### src/rtl/crg_pkg.sv
// Shared types and helpers for the round-robin stream mux.
package crg_pkg;

  // Arbitration state: IDLE searches for a new owner, LOCKED holds one
  // source until its end-of-packet beat transfers.
  typedef enum logic {
    IDLE   = 1'b0,
    LOCKED = 1'b1
  } rr_state_e;

  // Modular index step used by the round-robin search.
  function automatic int wrap_add(input int base, input int off, input int n);
    return (base + off) % n;
  endfunction

endpackage

### src/rtl/rr_arbiter.sv
// Combinational round-robin search: first requester after last_sel,
// wrapping at NUMBER. No request means no grant.
module rr_arbiter
  import crg_pkg::*;
#(
  parameter int NUMBER   = 2,
  parameter int SELECT_W = $clog2(NUMBER)
) (
  input  logic [NUMBER-1:0]   req,
  input  logic [SELECT_W-1:0] last_sel,
  output logic                gnt_valid,
  output logic [SELECT_W-1:0] gnt_idx
);

  int                  cand;
  logic [SELECT_W-1:0] cand_idx;

  // Walk offsets from farthest to nearest so the nearest requester wins.
  always_comb begin
    gnt_valid = 1'b0;
    gnt_idx   = '0;
    cand      = 0;
    cand_idx  = '0;
    for (int k = NUMBER; k >= 1; k--) begin
      cand     = wrap_add(int'(last_sel), k, NUMBER);
      cand_idx = SELECT_W'(cand);
      if (req[cand_idx]) begin
        gnt_valid = 1'b1;
        gnt_idx   = cand_idx;
      end
    end
  end

endmodule

### src/rtl/generic_rr_mux.sv
// Packet-aware round-robin stream mux with a one-entry output register.
//
// state  | meaning
// IDLE   | no packet in progress; grant follows round-robin from last_sel+1
// LOCKED | a multi-beat packet is open; only lock_sel is granted
module generic_rr_mux
  import crg_pkg::*;
#(
  parameter  int WIDTH    = 1,
  parameter  int NUMBER   = 2,
  localparam int SELECT_W = $clog2(NUMBER)
) (
  input  logic                clk,
  input  logic                rst_n,
  input  logic [NUMBER-1:0]   in_valid,
  input  logic [WIDTH-1:0]    in_data [NUMBER-1:0],
  input  logic [NUMBER-1:0]   in_last,
  output logic [NUMBER-1:0]   in_ready,
  output logic                out_valid,
  output logic [WIDTH-1:0]    out_data,
  output logic [SELECT_W-1:0] out_sel,
  output logic                out_last,
  input  logic                out_ready
);

  rr_state_e           state_q, state_d;
  logic [SELECT_W-1:0] lock_sel_q, lock_sel_d;
  logic [SELECT_W-1:0] last_sel_q, last_sel_d;

  logic                out_valid_q;
  logic [WIDTH-1:0]    out_data_q;
  logic [SELECT_W-1:0] out_sel_q;
  logic                out_last_q;

  logic                slot_free;
  logic                arb_valid;
  logic [SELECT_W-1:0] arb_idx;
  logic                grant_valid;
  logic [SELECT_W-1:0] grant_idx;
  logic                xfer;

  assign slot_free = !out_valid_q || out_ready;

  rr_arbiter #(
    .NUMBER  (NUMBER),
    .SELECT_W(SELECT_W)
  ) u_arb (
    .req      (in_valid),
    .last_sel (last_sel_q),
    .gnt_valid(arb_valid),
    .gnt_idx  (arb_idx)
  );

  // Current grant: the locked owner, otherwise the round-robin winner.
  always_comb begin
    grant_valid = arb_valid;
    grant_idx   = arb_idx;
    if (state_q == LOCKED) begin
      grant_valid = 1'b1;
      grant_idx   = lock_sel_q;
    end
  end

  // One-hot ready toward the granted source, only when the slot can load.
  always_comb begin
    in_ready = '0;
    if (rst_n && slot_free && grant_valid) begin
      in_ready[grant_idx] = 1'b1;
    end
  end

  assign xfer = |(in_ready & in_valid);

  // Next-state: lock on a non-last beat, release on the last beat.
  always_comb begin
    state_d    = state_q;
    lock_sel_d = lock_sel_q;
    last_sel_d = last_sel_q;
    case (state_q)
      IDLE: begin
        if (xfer) begin
          if (in_last[grant_idx]) begin
            last_sel_d = grant_idx;
          end else begin
            state_d    = LOCKED;
            lock_sel_d = grant_idx;
          end
        end
      end
      LOCKED: begin
        if (xfer && in_last[grant_idx]) begin
          state_d    = IDLE;
          last_sel_d = lock_sel_q;
        end
      end
      default: state_d = IDLE;
    endcase
  end

  // FSM state register; reset gives source 0 first priority.
  always_ff @(posedge clk) begin
    if (!rst_n) begin
      state_q    <= IDLE;
      lock_sel_q <= '0;
      last_sel_q <= SELECT_W'(NUMBER - 1);
    end else begin
      state_q    <= state_d;
      lock_sel_q <= lock_sel_d;
      last_sel_q <= last_sel_d;
    end
  end

  // Output slot: reload whenever free, hold everything while stalled.
  always_ff @(posedge clk) begin
    if (!rst_n) begin
      out_valid_q <= 1'b0;
      out_data_q  <= '0;
      out_sel_q   <= '0;
      out_last_q  <= 1'b0;
    end else if (slot_free) begin
      out_valid_q <= xfer;
      if (xfer) begin
        out_data_q <= in_data[grant_idx];
        out_sel_q  <= grant_idx;
        out_last_q <= in_last[grant_idx];
      end
    end
  end

  assign out_valid = out_valid_q;
  assign out_data  = out_data_q;
  assign out_sel   = out_sel_q;
  assign out_last  = out_last_q;

endmodule

### config.mk
export PLATFORM = sky130hd
export DESIGN_NAME = generic_rr_mux
export DESIGN_NICKNAME = d
export VERILOG_FILES = /design/src/rtl/crg_pkg.sv /design/src/rtl/rr_arbiter.sv /design/src/rtl/generic_rr_mux.sv
export SDC_FILE = /design/constraint.sdc
export NUM_CORES = 1
export LEC_CHECK = 0
export CORE_AREA = 3 3 40 42
export CTS_BUF_LIST = sky130_fd_sc_hd__clkbuf_16
export CTS_CLUSTER_SIZE = 24
export DETAILED_ROUTE_END_ITERATION = 16
export DIE_AREA = 0 0 43 45
export GPL_TIMING_DRIVEN = 0
export PLACE_DENSITY_LB_ADDON = 0.1
export SLEW_MARGIN = 20
export SYNTH_ARGS = -nofsm -noshare
export SYNTH_HDL_FRONTEND = slang
export SYNTH_SLANG_ARGS = --single-unit
### constraint.sdc
create_clock -name clk -period 1.31 [get_ports clk]
set_input_delay 0.262 -clock clk [delete_from_list [all_inputs] [get_ports clk]]
set_output_delay 0.262 -clock clk [all_outputs]
set_load 0.01 [all_outputs]
==> summary.txt <==
Worst path top cell family by delay - flip-flops
Routed WL per cell - 12.1 um
Power per Cell Area - 1300 nW/um2
leading post-synthesis cells by cell area - dfxtp_1, mux2i_1, nor2_1
CP required - 1050 ps
Crit path largest cell delay - 400 ps
Die Y-Extent - 45 um
PortBufs - 14
startpoint types - flop
die area - 1940 um2
worst clock skew - 2.06 ps
#FFs+latches synth - 7
via/cell ratio - 4.94
CTS tree - yes
setup slack at placement - -1010 ps
FF-to-FF Start - lock_sel_q$_SDFFE_PN0P_
Final Instance Area - 704 um2
final hold vios - 0
Antenna Nets Post-Route - 0
LEAKAGE - 0.304 nW
largest net degree at the start of global routing - 9
final period utilization - 1.08
Core Area - 1280 um2
Final Max Slew Viols - 0
failing checks - negative setup slack
Initial Util - 0.297
synthesized area - 382 um2
Worst-Margin Slew - 277 ps
relative slew slack - 0.815
fin crit period - 1410 ps
global-route wire length before repair - 1650 um
CTS H-tree depth - 1
Clock transition at path regs - 30 ps
Worst setup EP type - output pin
Inserted Clock Buffers - 3
sequential cell area - 149 um2
synthesis-to-finish area growth - 84.6%
layout cells sized above 1 - 0.415
nets - 75
I/O pin count - 15
Critical-path top delay cell - dfxtp_4
Tot GR Track Use - 0.115
gpl congestion - 0.661
Multi-input gate area - 300 um2
Clock Latency Late Sink - 230 ps
sequential element share of the synthesized area - 0.367
num rows - 13
Synth Warn # - 0
Chip Width - 43 um
status - finished with violations
area leader, netlist - dfxtp_1
Worst EP arrival - 1150 ps
clock sinks - 7
critical path class - reg2out
Post-CTS Hold Buffers - 0
crit path max fanout - 6
DR DRC count - 0
Final WS setup - -99.0 ps
# fillers - 120
router iterations before antenna repair - 1
Iteration-0 DRC Markers - 0
Total Wirelength - 964 um
Gate Count Post-Synth - 43
Detail Placement HPWL - 629 um
HP Class - in2reg
final setup fails - 4
f_max - 0.710 GHz
vias in the first global route - 395
Synth Area per Inst - 8.87 um2
initial antenna violation count - 0
Max IR drop VDD - 825 uV
RSZ-0062 raised after global routing - yes
n_diodes - 0
Synth cell types - 18
Via Count - 395
placed standard-cell area - 544 um2
clk buf depth - 2
Post-Syn Nets - 52
HP Start - rst_n
maximum capacitance violations - 0
Yosys top cell area share - 0.367
clk root buf - clkbuf_16
CP cell instances - mux2i_4 -> inv_1 -> nor2_1 -> buf_2
crit path buf inv count - 2
gr ovfl total - 0
## worst register-to-register path, delay by kind of cell (launching register included)
| kind | cells | cell delay [ps] |
|---|---|---|
| multiplexers | 1 | 190 |
| buffers and inverters | 1 | 210 |
| flip-flops | 1 | 350 |
| AO/OA/AOI/OAI | 2 | 470 |
| AND/OR/NAND/NOR | 1 | 50 |
## path summary, 6_finish.rpt
kind                                             end  slack (ps)  cells past startpoint
worst min-delay path                            flop         350                      2
worst max-delay path                     in_ready[0]        -100                      4
worst min register to register  out_sel$_SDFFE_PN0P_         510                      2
worst max register to register                  flop         -70                      5
## cell type report
type                    instances  share of cell area
clock inverters                 1             0.00533
repair buffers                 18               0.202
flip-flops and latches          7               0.211
inverters                       4              0.0213
multi-input cells              32               0.426
well taps                      15              0.0266
clock buffers                   3               0.107
## per-layer routing
metal  routed length, um  part of all wire  up-vias  global-route usage
met2                 491              0.51       11               0.201
li1                    -                 -      199                   -
met1                 418              0.43      183               0.128
met4                   5            0.0052        0              0.0904
met3                  49             0.051        2              0.0120
met5                   0                 0        -                   0
## cells in the final DEF, fill, tap and decap left out, types with 2 or more instances in the layout
cell,n
clkdlybuf4s50_1,4
o21ai_2,3
nand3b_1,2
buf_4,3
buf_2,5
dfxtp_4,2
clkbuf_16,3
nor2_1,8
mux2i_4,2
nand4b_1,2
inv_1,4
dlygate4sd2_1,5
mux2i_1,2
dfxtp_1,4
## metrics by stage
step                      utilization  hold WS [ps]  instances  setup TNS, ps  total power, mW
after floorplan                     -           351         43          -11.3            0.309
after global placement          0.424           480         72          -5780            0.382
after detailed placement        0.424           480         72          -5670            0.380
after CTS                       0.532           429         80           -192            0.910
after global routing            0.548           369         80           -772            0.949
final                           0.548           346         80           -250            0.913
## repair_timing
| item | in CTS | in global routing |
|---|---|---|
| setup buffers | 4 | 0 |
| gates resized for setup | 35 | 18 |
| endpoints found under the setup margin | 13 | 8 |
| pin swaps | 5 | 8 |
## cell usage after synthesis
library cell and number:
nor2_1 9, dfxtp_1 7, inv_1 4, mux2i_1 4, o21ai_0 3, nand3b_1 2, nand4b_1 2, nor2b_1 2
a2111oi_4 1, a21boi_0 1, a21oi_1 1, a221oi_1 1, a32oi_1 1, and3_1 1, nand2b_1 1, nor3b_1 1
o21a_1 1, o31ai_1 1
## power breakdown
| group | switching [mW] | internal, mW | total (mW) |
|---|---|---|---|
| Sequential | 0.0157 | 0.229 | 0.244 |
| Combinational | 0.0744 | 0.0861 | 0.160 |
| Clock | 0.111 | 0.397 | 0.508 |
## kinds of logic (layout without fill, tap and decap cells)
family                 Yosys count  count (layout)  synth area share
buffers and inverters            4              26            0.0393
AO/OA/AOI/OAI                   10              10             0.230
multiplexers                     4               4             0.105
flip-flops                       7               7             0.367
AND/OR/NAND/NOR                 18              18             0.259
Note: power is estimated with default switching activity, not from simulation.
